--- src/rtl/rom_stream_reader_if.sv ---
// Control, ROM-side and stream-side signal bundle for rom_stream_reader.
interface rom_stream_reader_if #(
  parameter int unsigned WIDTH = 16,
  parameter int unsigned DEPTH = 64
);
  localparam int unsigned ADDR_WIDTH = $clog2(DEPTH);
  localparam int unsigned LEN_WIDTH  = ADDR_WIDTH + 1;

  logic                  start;
  logic [ADDR_WIDTH-1:0] base;
  logic [LEN_WIDTH-1:0]  len;
  logic                  busy;
  logic                  done;
  logic [ADDR_WIDTH-1:0] rom_addr;
  logic                  rom_en;
  logic [WIDTH-1:0]      rom_rdata;
  logic [WIDTH-1:0]      m_data;
  logic                  m_valid;
  logic                  m_ready;

  modport master (
    input  start, base, len, rom_rdata, m_ready,
    output busy, done, rom_addr, rom_en, m_data, m_valid
  );

  modport slave (
    output start, base, len, rom_rdata, m_ready,
    input  busy, done, rom_addr, rom_en, m_data, m_valid
  );
endinterface

--- src/rtl/rom_stream_reader.sv ---
// Burst reader for a 1-cycle-latency ROM, streamed out through a 2-entry skid FIFO.
// Optional running checksum of accepted words: define ROM_READER_CHECKSUM_EN.
module rom_stream_reader #(
  parameter int unsigned WIDTH = 16,
  parameter int unsigned DEPTH = 64
) (
  input  logic clk,
  input  logic rst,
`ifdef ROM_READER_CHECKSUM_EN
  output logic [WIDTH-1:0] checksum,
`endif
  rom_stream_reader_if.master bus
);
  localparam int unsigned ADDR_WIDTH = $clog2(DEPTH);
  localparam int unsigned LEN_WIDTH  = ADDR_WIDTH + 1;

  typedef enum logic [1:0] {IDLE, READ, DRAIN} state_t;

  state_t                state_q, state_d;
  logic [LEN_WIDTH-1:0]  len_q;
  logic [LEN_WIDTH-1:0]  issued_q;
  logic [LEN_WIDTH-1:0]  accepted_q;
  logic [ADDR_WIDTH-1:0] addr_q;
  logic                  inflight_q;
  logic [WIDTH-1:0]      fifo_q [2];
  logic                  wr_ptr_q;
  logic                  rd_ptr_q;
  logic [1:0]            count_q;
  logic                  busy_q;
  logic                  done_q;

  logic                  take_start;
  logic                  latch;
  logic                  issue;
  logic                  done_d;
  logic                  push;
  logic                  pop;
  logic                  m_valid;
  logic [WIDTH-1:0]      m_data;
  logic [2:0]            occupancy;
  logic [ADDR_WIDTH-1:0] addr_next;

  assign m_valid    = (count_q != 2'd0);
  assign m_data     = fifo_q[rd_ptr_q];
  assign pop        = m_valid & bus.m_ready;
  assign push       = inflight_q;
  assign take_start = (state_q == IDLE) && bus.start;
  // Words already committed to the FIFO slots: stored plus the one coming back from the ROM.
  assign occupancy  = 3'(count_q) + 3'(inflight_q);
  assign addr_next  = (addr_q == ADDR_WIDTH'(DEPTH - 1)) ? '0 : addr_q + ADDR_WIDTH'(1);

  // Next-state and per-cycle control strobes
  always_comb begin
    state_d = state_q;
    latch   = 1'b0;
    issue   = 1'b0;
    done_d  = 1'b0;
    case (state_q)
      IDLE: begin
        if (take_start) begin
          if (bus.len == '0) begin
            done_d = 1'b1;
          end else begin
            latch   = 1'b1;
            state_d = READ;
          end
        end
      end
      READ: begin
        issue = (issued_q < len_q) && (occupancy < (3'd2 + 3'(pop)));
        if (issue && ((issued_q + LEN_WIDTH'(1)) == len_q)) state_d = DRAIN;
      end
      DRAIN: begin
        if (pop && ((accepted_q + LEN_WIDTH'(1)) == len_q)) begin
          state_d = IDLE;
          done_d  = 1'b1;
        end
      end
      default: state_d = IDLE;
    endcase
  end

  // State, counters and skid FIFO
  always_ff @(posedge clk or posedge rst) begin
    if (rst) begin
      state_q    <= IDLE;
      len_q      <= '0;
      issued_q   <= '0;
      accepted_q <= '0;
      addr_q     <= '0;
      inflight_q <= 1'b0;
      fifo_q[0]  <= '0;
      fifo_q[1]  <= '0;
      wr_ptr_q   <= 1'b0;
      rd_ptr_q   <= 1'b0;
      count_q    <= 2'd0;
      busy_q     <= 1'b0;
      done_q     <= 1'b0;
    end else begin
      state_q    <= state_d;
      busy_q     <= (state_d != IDLE);
      done_q     <= done_d;
      inflight_q <= issue;
      if (latch) begin
        len_q      <= bus.len;
        addr_q     <= bus.base;
        issued_q   <= '0;
        accepted_q <= '0;
      end else begin
        if (issue) begin
          addr_q   <= addr_next;
          issued_q <= issued_q + LEN_WIDTH'(1);
        end
        if (pop) accepted_q <= accepted_q + LEN_WIDTH'(1);
      end
      if (push) begin
        fifo_q[wr_ptr_q] <= bus.rom_rdata;
        wr_ptr_q         <= ~wr_ptr_q;
      end
      if (pop) rd_ptr_q <= ~rd_ptr_q;
      count_q <= count_q + 2'(push) - 2'(pop);
    end
  end

`ifdef ROM_READER_CHECKSUM_EN
  logic [WIDTH-1:0] sum_q;

  // Running sum of accepted words, restarted by every accepted start
  always_ff @(posedge clk or posedge rst) begin
    if (rst)             sum_q <= '0;
    else if (take_start) sum_q <= '0;
    else if (pop)        sum_q <= sum_q + m_data;
  end

  assign checksum = sum_q;
`endif

  assign bus.busy     = busy_q;
  assign bus.done     = done_q;
  assign bus.rom_addr = addr_q;
  assign bus.rom_en   = issue;
  assign bus.m_data   = m_data;
  assign bus.m_valid  = m_valid;
endmodule

--- src/flat_wrapper.sv ---
// flat-port wrapper written by rule: the top's interface ports become plain ports
module rom_stream_reader_flat 
#(
  parameter int unsigned WIDTH = 16,
  parameter int unsigned DEPTH = 64
)
  (clk, rst, bus_start, bus_base, bus_len, bus_rom_rdata, bus_m_ready, bus_busy, bus_done, bus_rom_addr, bus_rom_en, bus_m_data, bus_m_valid);
  rom_stream_reader_if #(.WIDTH(WIDTH), .DEPTH(DEPTH)) bus_i ();
  input  logic clk;
  input  logic rst;
  input wire logic [$bits(bus_i.start)-1:0] bus_start;
  input wire logic [$bits(bus_i.base)-1:0] bus_base;
  input wire logic [$bits(bus_i.len)-1:0] bus_len;
  input wire logic [$bits(bus_i.rom_rdata)-1:0] bus_rom_rdata;
  input wire logic [$bits(bus_i.m_ready)-1:0] bus_m_ready;
  output wire logic [$bits(bus_i.busy)-1:0] bus_busy;
  output wire logic [$bits(bus_i.done)-1:0] bus_done;
  output wire logic [$bits(bus_i.rom_addr)-1:0] bus_rom_addr;
  output wire logic [$bits(bus_i.rom_en)-1:0] bus_rom_en;
  output wire logic [$bits(bus_i.m_data)-1:0] bus_m_data;
  output wire logic [$bits(bus_i.m_valid)-1:0] bus_m_valid;
  assign bus_i.start = bus_start;
  assign bus_i.base = bus_base;
  assign bus_i.len = bus_len;
  assign bus_i.rom_rdata = bus_rom_rdata;
  assign bus_i.m_ready = bus_m_ready;
  assign bus_busy = bus_i.busy;
  assign bus_done = bus_i.done;
  assign bus_rom_addr = bus_i.rom_addr;
  assign bus_rom_en = bus_i.rom_en;
  assign bus_m_data = bus_i.m_data;
  assign bus_m_valid = bus_i.m_valid;
  rom_stream_reader #(.WIDTH(WIDTH), .DEPTH(DEPTH)) u_core (.clk(clk), .rst(rst), .bus(bus_i));
endmodule
--- config.mk ---
export PLATFORM = sky130hd
export DESIGN_NAME = rom_stream_reader_flat
export DESIGN_NICKNAME = d
export VERILOG_FILES = /design/src/rtl/rom_stream_reader_if.sv /design/src/rtl/rom_stream_reader.sv /design/src/flat_wrapper.sv
export SDC_FILE = /design/constraint.sdc
export NUM_CORES = 1
export LEC_CHECK = 0
export BUFFER_PORTS_ARGS = -buffer_cell sky130_fd_sc_hd__buf_2
export CORE_ASPECT_RATIO = 0.75
export CORE_MARGIN = 2
export CORE_UTILIZATION = 45
export CTS_CLUSTER_DIAMETER = 100
export DETAILED_ROUTE_END_ITERATION = 12
export PLACE_DENSITY = 0.69
export RECOVER_POWER = 100
export SETUP_SLACK_MARGIN = 0.15
export SYNTH_ARGS = -nofsm -noshare
export SYNTH_HDL_FRONTEND = slang
export SYNTH_SLANG_ARGS = --single-unit
--- constraint.sdc ---
create_clock -name clk -period 2.5 [get_ports clk]
set_input_delay 0.5 -clock clk [delete_from_list [all_inputs] [get_ports clk]]
set_output_delay 0.5 -clock clk [all_outputs]
set_load 0.005 [all_outputs]
[Yosys cells after proc, flatten, opt, wreduce, memory -nomap -nowiden]
Cells that the tools add are included.
Word-level totals
  memories: 0
  RAM bits: 0
  bits of input ports: 33
  latch bits: 0
  logic and storage cells: 72
  output and inout bits: 26
  flip-flop bits (word level): 68
  bits in read-only memories: 0
Operators by class
  add/sub/neg operators: 7
  equality and inequality tests: 5
  reductions and logical operators: 11
  shift operators: 0
  multiplexer cells: 26
  $mul: 0
  bitwise gates (word level): 5
  div/mod/pow operators: 0
  order comparisons: 5
Operators with widths (count)
  $mux 16: 4
  $bwmux 32: 1
  $mux 7: 4
  $mux 6: 3
  $demux 16 s1: 1
  $add 7x1->7 const B: 2
  $eq 7x7->1: 2
  $mux 2: 4
  $reduce_bool 2->1: 4
  $logic_not 7->1: 1
  $lt 7x7->1: 1
  $mux 1: 7
  $add 6x1->6 const B: 1
  $eq 6x6->1 const B: 1
  $pmux 2 s3: 1
  $logic_and 1x1->1: 5
  $ge 2x2->1 const B: 2
  $not 1->2: 2
  $add 2x1->3: 1
  $add 2x1->3 const A: 1
  $lt 3x3->1: 1
  $add 2x1->2: 1
  $eq 2x1->1 const B: 1
  $eq 2x2->1 const B: 1
  6 further kinds: 7

[Longest topological paths before layout]
Gate-level depths: netlist (run 1).
  depth in word-level cells: 9
  gate-level depth with buffers: 10

[Least setup slack after synthesis (run 1)]
Ideal clock, no wire load.
  path type: reg-to-output
  start: register u_core.count_q[0]
  end: output bus_rom_en
  required time: 2.000 ns
  setup slack: 0.050 ns
  data arrival time: 1.950 ns
  buffers on the path: 1
  cell stages (with the launch flop): 9
  cells stage by stage: dfrtp_1 ha_1 ha_1 a211o_1 a221oi_2 nand2_1 or2_1 buf_6 clkinv_1
Between the ends
  cells in the longest elaborated chain, start to end: 6
  elaborated cells between the ends (all ways): 7
  classes of those cells: 2 x add/sub; 1 x order compare; 1 x mux; 1 x bitwise; 2 x reduce/logical
Ends and longest elaborated chain
  from (decl): RTL line rom_stream_reader.sv:28  | logic [1:0] count_q;
  from (signal assigned): RTL line rom_stream_reader.sv:121  | count_q <= count_q + 2'(push) - 2'(pop);
  $reduce_bool 2->1: RTL line rom_stream_reader.sv:43  | assign m_valid = (count_q != 2'd0);
  $and 1x1->1: RTL line rom_stream_reader.sv:45  | assign pop = m_valid & bus.m_ready;
  $add 2x1->3: RTL line rom_stream_reader.sv:70  | issue = (issued_q < len_q) && (occupancy < (3'd2 + 3'(pop)));
  $lt 3x3->1 *: RTL line rom_stream_reader.sv:70
  $logic_and 1x1->1 *: RTL line rom_stream_reader.sv:70
  $mux 1 *: RTL line rom_stream_reader.sv:58  | case (state_q)
  to (decl): RTL line flat_wrapper.sv:19  | output wire logic [$bits(bus_i.rom_en)-1:0] bus_rom_en;
Every way passes the cells marked *; elsewhere a longest branch is shown, timed or not.

[Worst setup path after layout (run 1)]
Ends and elaborated chain as after synthesis.

==> results of run 1 <==
==> flip-flops by register name, summed over array words and instances (netlist names) <==
name and cells:
u_core.wr_ptr_q 1, u_core.issued_q 7, u_core.rd_ptr_q 1, u_core.state_q 2
u_core.accepted_q 7, u_core.count_q 2, u_core.fifo_q 32, u_core.bus.done 1
u_core.bus.busy 1, u_core.inflight_q 1, u_core.bus.rom_addr 6, u_core.len_q 7
==> power breakdown <==
part	total [W]	switching, W	internal (W)	leakage, nW
sequential	0.00201	0.000417	0.00159	0.822
clock	0.00101	0.000440	0.000568	0.110
combinational	0.00318	0.00147	0.00171	1.05
==> final cells by class <==
| cell class | count | area, um2 | share of cell area |
|---|---|---|---|
| well taps | 105 | 131 | 0.0298 |
| inverters | 19 | 76.3 | 0.0173 |
| flip-flops and latches | 68 | 1700 | 0.386 |
| multi-input cells | 224 | 1840 | 0.417 |
| repair buffers | 78 | 438 | 0.0993 |
| clock buffers | 9 | 124 | 0.0281 |
| clock inverters | 7 | 98.8 | 0.0224 |
==> logic make-up after synthesis <==
kind of cell | share of synthesized area
fa+ha+maj | 0.0489
buf+inv | 0.0384
xor+xnor | 0.0747
simple gates | 0.114
mux | 0.154
compound gates | 0.0956
flops | 0.475
==> synth_stat cells, drive strengths merged, types with 3 or more instances <==
cell,count
nand4,4
ha,14
nand2,24
o211ai,4
buf,5
nand3,10
clkbuf,7
and2,3
nor3,6
a21o,5
nor2,13
o32ai,3
xor2,11
or3,3
a21oi,5
mux2,48
inv,18
nor3b,3
dfrtp,68
or2,3
xnor2,17
o21ai,18
==> path summary, 6_finish.rpt <==
path,start,endpoint,cells after the start
worst max-delay path,u_core.count_q[0],bus_rom_en,8
worst min-delay path,rst,u_core.fifo_q[16],2
worst max register to register,u_core.count_q[0],u_core.issued_q[5],10
worst min register to register,u_core.wr_ptr_q,u_core.wr_ptr_q,1
max in group asynchronous,rst,u_core.issued_q[3],3
min in group clk,bus_len[2],u_core.len_q[2],3
==> repair_timing <==
item | in CTS | in global routing
gates resized for setup | 6 | 17
setup buffers | 1 | 5
hold endpoints to repair | 0 | 0
setup endpoints to repair | 8 | 8
pin swaps | 1 | 6
hold buffers | 0 | 0
==> through the flow <==
| step | std cells | cell area [um2] | util | setup slack [ns] |
|---|---|---|---|---|
| 5_1_grt | 510 | 4410 | 0.565 | -0.280 |
| 4_1_cts | 505 | 4330 | 0.554 | -0.149 |
| 6_report | 510 | 4410 | 0.565 | -0.147 |
| 2_1_floorplan | 323 | 3590 | - | 0.151 |
| 3_5_place_dp | 488 | 4060 | 0.520 | 0.0260 |
| 3_3_place_gp | 488 | 4060 | 0.520 | 0.0950 |
==> per-layer routing <==
metal  vias up  wire (um)
li1       1298          -
met1      1326       3690
met2        60       3720
met3         7        335
met4         0         77
met5         -          0
==> flow_summary.yaml, run 1 <==
status:
  status: "finished, violations left"
  violations: "negative setup slack"
worst_setup_path:
  path_cells: "ha_2, ha_4, a211o_1, a221oi_2, nand2_1, or2_4, clkinv_4, buf_6"
  r2r_slack_ns: 0.05
  crit_type: "register to output port"
  setup.worst_path.start_class: "register"
  worstPathRequired_ns: 2.00
  critPathTopFamily: "compound AO/OA/AOI/OAI gates"
  endpoint_kind: "output port"
  path_buf_inv: 2
  arrival_ns: 2.15
  crit_path_max_fanout: 3
  cpPeakStageDelay_ns: 0.38
  slowest_stage: "dfrtp_1"
sta:
  fmax_mhz: 378
  setup_tns_ns: -0.147
  slew_violations: 0
  setup_viol: 1
  period_share: 1.06
  hold_viol: 0
  clock_skew_ns: 0.00524
  max_slew_margin: 0.258
  finalCriticalPeriod_ns: 2.65
  fin_hold_ws_ns: 0.338
  tightestPinTransition_ns: 1.11
  rsz0062_at_grt: "yes"
  setup_ws_ns: -0.147
final_layout:
  nFillCells: 704
  area_growth_pct: 23.0
  num_antenna_cells: 0
  layout_common_cells: "dfrtp_1, buf_2, mux2_2, nand2_1, inv_1"
  final_common_cell: "dfrtp_1"
  drive_above_1_share: 0.383
  final_nets: 447
route:
  drt_iter0_drc: 79
  wl_mm: 7.82
  vias: 2691
  first_pass_iters: 6
  drc_errors: 0
  vias_per_cell: 5.28
  wire_per_inst_um: 15.3
  ant_nets: 0
clock_tree:
  cts-root-buf: "clkbuf_8"
  cts_sinks: 68
  clk_latency_ns: 0.34
  tritoncts: "built"
  clkTransAtPathRegs_ns: 0.08
  clk_path_buf_depth: 2
  numCtsBuffers: 9
  htree_levels: 3
global_route:
  antenna_found_initial: 0
  grt_max_degree: 45
  global_route.usage.met1: 0.265
  use_met2: 0.287
  grt_overflow_total: 0
  grt_use_total: 0.188
  first_global_vias: 2661
  grt_busiest_layer: "met2"
  use_met3: 0.0570
  grt_pass1_wl_mm: 12.7
die:
  dieArea_um2: 8700
  fp.dieW_um: 107
  die_y_um: 81.3
  start_util: 0.459
  fp.coreArea_um2: 7810
  pin_count: 59
  rows: 28
yosys:
  yosysSeqAreaShare: 0.475
  synth_top_cells_by_area: "dfrtp_1, mux2_2, ha_1, xnor2_1, xor2_1"
  synth_area_leader_cell: "dfrtp_1"
  synth.avg_cell_area_um2: 11.1
  synth_edf_count: 0
  async_reset_ff_frac: 1.00
  synth_ff_type: "dfrtp_1"
  synth_top_area_frac: 0.475
  ys_warn_count: 0
  netlist_instances: 323
  netlist_area_um2: 3580
  ys_ff_latch: 68
  ys_types: 51
  synth_nets: 370
flow_run:
  drv_cap: 0
place:
  hpwlAfterDp_mm: 5.60
  gp_congestion: 0.840
  io_buffer_count: 58
min_path:
  min_path_type: "input port to asynchronous set/reset pin"
power_and_ir_drop:
  peakVddDrop_mv: 0.944
  p_total_w: 0.00619
  pwr_density_cell_nw_per_um2: 1400
  p_leak_nw: 1.98
No activity file was read; power rests on OpenSTA's default activity.
==> run 2: changes to the inputs <==
- GPL_ROUTABILITY_DRIVEN: unset -> 0
- GPL_TIMING_DRIVEN: unset -> 0
==> run 2 against run 1 <==
The run still ends with negative setup slack left. Largest cell class unchanged. Critical path depth increased by 1. Combinational power about the same. Sequential power about the same. Worst setup slack got worse by 0.13 ns. Sequential share of layout area increased by 0.28 points. Global-route usage increased by 0.13 points. Clock power about the same. Via count decreased by 0.74%. Clock-buffer cell count increased by 1. Register-to-register slack got worse by 0.09 ns. Worst hold slack improved by 0.041 ns.
==> flow_summary.yaml, run 2 (synthesis results as in run 1) <==
sta:
  finalCriticalPeriod_ns: 2.78
  period_share: 1.11
  fin_hold_ws_ns: 0.380
  setup_viol: 5
  clock_skew_ns: 0.00817
  fmax_mhz: 360
  hold_viol: 0
  slew_violations: 0
  max_slew_margin: 0.0550
  setup_ws_ns: -0.276
  rsz0062_at_grt: "yes"
  tightestPinTransition_ns: 1.42
power_and_ir_drop:
  p_total_w: 0.00620
  pwr_density_cell_nw_per_um2: 1410
  peakVddDrop_mv: 0.768
  p_leak_nw: 1.96
clock_tree:
  holdBufCountCts: 0
  tritoncts: "built"
  numCtsBuffers: 9
  clkTransAtPathRegs_ns: 0.07
  cts-root-buf: "clkbuf_8"
  clk_path_buf_depth: 2
  cts_sinks: 68
  htree_levels: 3
  clk_latency_ns: 0.34
route:
  ant_nets: 0
  vias_per_cell: 5.24
  first_pass_iters: 4
  wire_per_inst_um: 15.6
  wl_mm: 7.98
  drc_errors: 0
  drt_iter0_drc: 105
  vias: 2671
worst_setup_path:
  arrival_ns: 2.28
  path_buf_inv: 3
  worstPathRequired_ns: 2.00
  setup.worst_path.start_class: "register"
  path_cells: "ha_2, ha_4, a211o_1, a221oi_2, nand2_1, or2_1, buf_6, clkinv_8, buf_6"
  endpoint_kind: "output port"
  slowest_stage: "dfrtp_1"
  crit_type: "register to output port"
  cp_common_cell: "buf_6"
  critPathTopFamily: "compound AO/OA/AOI/OAI gates"
  crit_path_max_fanout: 9
  cpPeakStageDelay_ns: 0.39
final_layout:
  largest_reg_flops: 32
  drive_above_1_share: 0.360
  largest-register: "u_core.fifo_q"
  final_nets: 447
  final_common_cell: "dfrtp_1"
  area_growth_pct: 22.2
  utilization: 0.561
  layout_common_cells: "dfrtp_1, buf_2, mux2_2, nand2_1, clkbuf_1"
  num_antenna_cells: 0
place:
  hpwlAfterDp_mm: 5.46
  io_buffer_count: 58
  place_ws_ns: -0.146
die:
  dieArea_um2: 8700
  rows: 28
  die_y_um: 81.3
  fp.dieW_um: 107
  fp.coreArea_um2: 7810
  pin_count: 59
  start_util: 0.459
global_route:
  grt_use_total: 0.190
  grt_overflow_total: 0
  grt_max_degree: 69
  grt_pass1_wl_mm: 12.9
  first_global_vias: 2688
  antenna_found_initial: 0
status:
  violations: "negative setup slack"
  status: "finished, violations left"
flow_run:
  drv_cap: 0
min_path:
  min_path_type: "input port to register"
==> run 2: stage by stage <==
step	instances	instance area (um2)	setup TNS, ns
after floorplan	323	3590	0
after global placement	486	4010	-37.26
after detailed placement	486	4010	-0.269
after CTS	509	4350	-0.273
after global routing	510	4380	-1.21
final	510	4380	-0.390
==> run 2: path summary, 6_finish.rpt <==
| check | startpoint | to | slack (ns) | cells past startpoint |
|---|---|---|---|---|
| worst min register to register | u_core.wr_ptr_q | u_core.wr_ptr_q | 0.49 | 1 |
| max in group asynchronous | rst | u_core.count_q[0] | 1.07 | 2 |
| worst max register to register | u_core.count_q[0] | u_core.bus.rom_addr[4] | -0.04 | 12 |
| min in group asynchronous | rst | u_core.fifo_q[3] | 0.57 | 2 |
| worst max-delay path | u_core.count_q[0] | bus_rom_en | -0.28 | 9 |
| worst min-delay path | bus_len[2] | u_core.len_q[2] | 0.38 | 3 |
==> run 2: cell type report <==
type,count,area [um2]
Clock inverter,6,87.6
Sequential cell,68,1700
Fill cell,674,3430
Tap cell,105,131
Inverter,19,83.8
Clock buffer,10,128
Timing Repair Buffer,66,349
Multi-Input combinational cell,224,1830
Buffer,12,67.6
==> run 2: worst reg2reg max path: cells and delay by family (launching register included) <==
family                   cells  cell delay [ns]
AO/OA/AOI/OAI                3             0.68
buffers and inverters        4             0.53
AND/OR/NAND/NOR              3             0.42
adder cells (fa/ha/maj)      2             0.41
flip-flops                   1             0.39
==> run 2: timing repair <==
item	in CTS	in global routing
endpoints found under the setup margin	19	14
setup buffers	7	1
pin swaps	5	10
resized for setup	12	15
gates cloned	0	0
==> run 2: layer usage <==
| metal | global-route usage | up-vias | share of wire |
|---|---|---|---|
| li1 | - | 1305 | - |
| met3 | 0.0474 | 5 | 0.043 |
| met4 | 0.0481 | 0 | 0.0060 |
| met2 | 0.316 | 59 | 0.49 |
| met5 | 0 | - | 0 |
| met1 | 0.249 | 1302 | 0.46 |
==> run 2: power by group <==
part | internal, W | leakage (nW) | switching, W
sequential | 0.00159 | 0.822 | 0.000396
combinational | 0.00168 | 1.03 | 0.00154
clock | 0.000564 | 0.111 | 0.000432
==> run 3: changes to the inputs <==
--- a/constraint.sdc
+++ b/constraint.sdc
@@ -3,2 +3,2 @@
 set_output_delay 0.5 -clock clk [all_outputs]
-set_load 0.005 [all_outputs]
+set_load 0.01 [all_outputs]
==> run 3 against run 2 <==
The run still ends with negative setup slack left. Global-route usage increased by 0.34 points. Non-clock buffer count increased by 16. Worst hold slack got worse by 0.061 ns. Largest cell class unchanged.
==> flow_summary.yaml, run 3 (synthesis results as in run 1) <==
place:
  io_buffer_count: 58
  hpwlAfterDp_mm: 5.37
  postPlaceCellArea_um2: 4030
  dp.cells: 486
global_route:
  use_met3: 0.0417
  global_route.usage.met1: 0.258
  grt_use_total: 0.193
  grt_busiest_layer: "met2"
  grt_pass1_wl_mm: 13.1
  antenna_found_initial: 0
  first_global_vias: 2740
  grt_overflow_total: 0
  use_met2: 0.313
  grt_max_degree: 69
clock_tree:
  clk_path_buf_depth: 2
  htree_levels: 3
  cts_sinks: 68
  holdBufCountCts: 0
  cts-root-buf: "clkbuf_8"
  numCtsBuffers: 9
  clk_latency_ns: 0.34
  tritoncts: "built"
  clkTransAtPathRegs_ns: 0.08
sta:
  clock_skew_ns: 0.00730
  setup_viol: 14
  tightestPinTransition_ns: 0.848
  fin_hold_ws_ns: 0.319
  slew_violations: 0
  period_share: 1.09
  fmax_mhz: 367
  finalCriticalPeriod_ns: 2.73
  setup_tns_ns: -2.00
  max_slew_margin: 0.435
  hold_viol: 0
  setup_ws_ns: -0.228
  rsz0062_at_grt: "yes"
final_layout:
  finalNonFillerCells: 526
  layout_common_cells: "dfrtp_1, buf_2, mux2_2, nand2_1"
  multiInputGateArea_um2: 1840
  area_growth_pct: 27.7
  num_antenna_cells: 0
  final_common_cell: "dfrtp_1"
  drive_above_1_share: 0.416
  nFillCells: 657
  ff_latch_area_um2: 1700
  largest_reg_flops: 32
  utilization: 0.586
  final_nets: 463
  design_area_um2: 4580
  largest-register: "u_core.fifo_q"
worst_setup_path:
  slowest_stage: "dfrtp_1"
  ff2ff_path_depth: 14
  crit_type: "register to output port"
  worstPathRequired_ns: 2.00
  crit_end: "bus_rom_en"
  r2r_slack_ns: -0.17
  worst_r2r_startpoint: "u_core.count_q[0]"
  path_cells: "ha_2, ha_4, a211o_1, a221oi_2, nand2_1, or2_1, buf_6, clkinv_8, buf_6"
  cp-startpoint: "u_core.count_q[0]"
  rr_endpoint: "u_core.issued_q[4]"
  crit_path_max_fanout: 2
  cp_common_cell: "buf_6"
  cpPeakStageDelay_ns: 0.40
  arrival_ns: 2.23
  setup.worst_path.start_class: "register"
  endpoint_kind: "output port"
route:
  vias: 2752
  vias_per_cell: 5.23
  drc_errors: 0
  wire_per_inst_um: 15.4
  wl_mm: 8.12
  first_pass_iters: 4
  ant_nets: 0
  drt_iter0_drc: 103
power_and_ir_drop:
  pwr_density_cell_nw_per_um2: 1530
  peakVddDrop_mv: 0.795
  p_leak_nw: 2.08
die:
  die_y_um: 81.3
  fp.coreArea_um2: 7810
  start_util: 0.459
  dieArea_um2: 8700
  rows: 28
  pin_count: 59
  fp.dieW_um: 107
status:
  status: "finished, violations left"
  violations: "negative setup slack"
flow_run:
  drv_cap: 0
min_path:
  min_path_type: "input port to asynchronous set/reset pin"
run 3: changes by cell type in the layout (fill, tap and decap cells not counted), moves of 2 or more:
| cell | delta |
|---|---|
| clkbuf_1 | -12 |
| buf_4 | +7 |
| buf_6 | +10 |
| buf_2 | +10 |
| o21ai_2 | -2 |
run 3: worst max-delay path, delay by kind of cell (launching register included):
family,cells,cell delay [ns]
AO/OA/AOI/OAI,2,0.47
flip-flops,1,0.40
adder cells (fa/ha/maj),2,0.40
AND/OR/NAND/NOR,2,0.37
buffers and inverters,3,0.26
run 3: through the flow:
| stage | setup WS, ns | total power, W |
|---|---|---|
| detailed placement | -0.0935 | 0.00489 |
| global route | -0.389 | 0.00752 |
| CTS | -0.233 | 0.00679 |
| finish | -0.228 | 0.00701 |
| global placement | -0.591 | 0.00479 |
| floorplan | 0.213 | 0.00407 |
run 3: worst min-delay path by stage:
| stage | from | slack, ns | depth (start not counted) | to |
|---|---|---|---|---|
| after global placement | u_core.wr_ptr_q | 0.48 | 1 | u_core.wr_ptr_q |
| after global routing | rst | 0.38 | 2 | u_core.bus.rom_addr[3] |
| after CTS | rst | 0.35 | 2 | u_core.bus.rom_addr[3] |
| after detailed placement | u_core.wr_ptr_q | 0.49 | 1 | u_core.wr_ptr_q |
| final | rst | 0.32 | 2 | u_core.bus.rom_addr[3] |
| after floorplan | u_core.wr_ptr_q | 0.46 | 1 | u_core.wr_ptr_q |
run 3: final cells by class:
class,count,area share
Buffer,12,0.0150
Multi-Input combinational cell,224,0.403
Sequential cell,68,0.372
Tap cell,105,0.0287
Clock buffer,10,0.0301
Clock inverter,6,0.0189
Timing Repair Buffer,82,0.114
Inverter,19,0.0189
run 3: where the power goes:
| part | internal, W | switching, W | leakage [nW] | total, W |
|---|---|---|---|---|
| Clock | 0.000589 | 0.000430 | 0.113 | 0.00102 |
| Sequential | 0.00159 | 0.000378 | 0.822 | 0.00197 |
| Combinational | 0.00221 | 0.00182 | 1.15 | 0.00402 |
run 3: metal layers:
metal  wire length [um]  vias to the layer above
met5                  0                        -
met4                 59                        0
met3                270                        7
met2               3980                       51
met1               3810                     1369
li1                   -                     1325
run 3: repair_timing:
action                     CTS  global route
pin swaps                   16             6
resized for setup           30             9
setup endpoints to repair   18            15
gates cloned                 0             0
buffers inserted            20             4
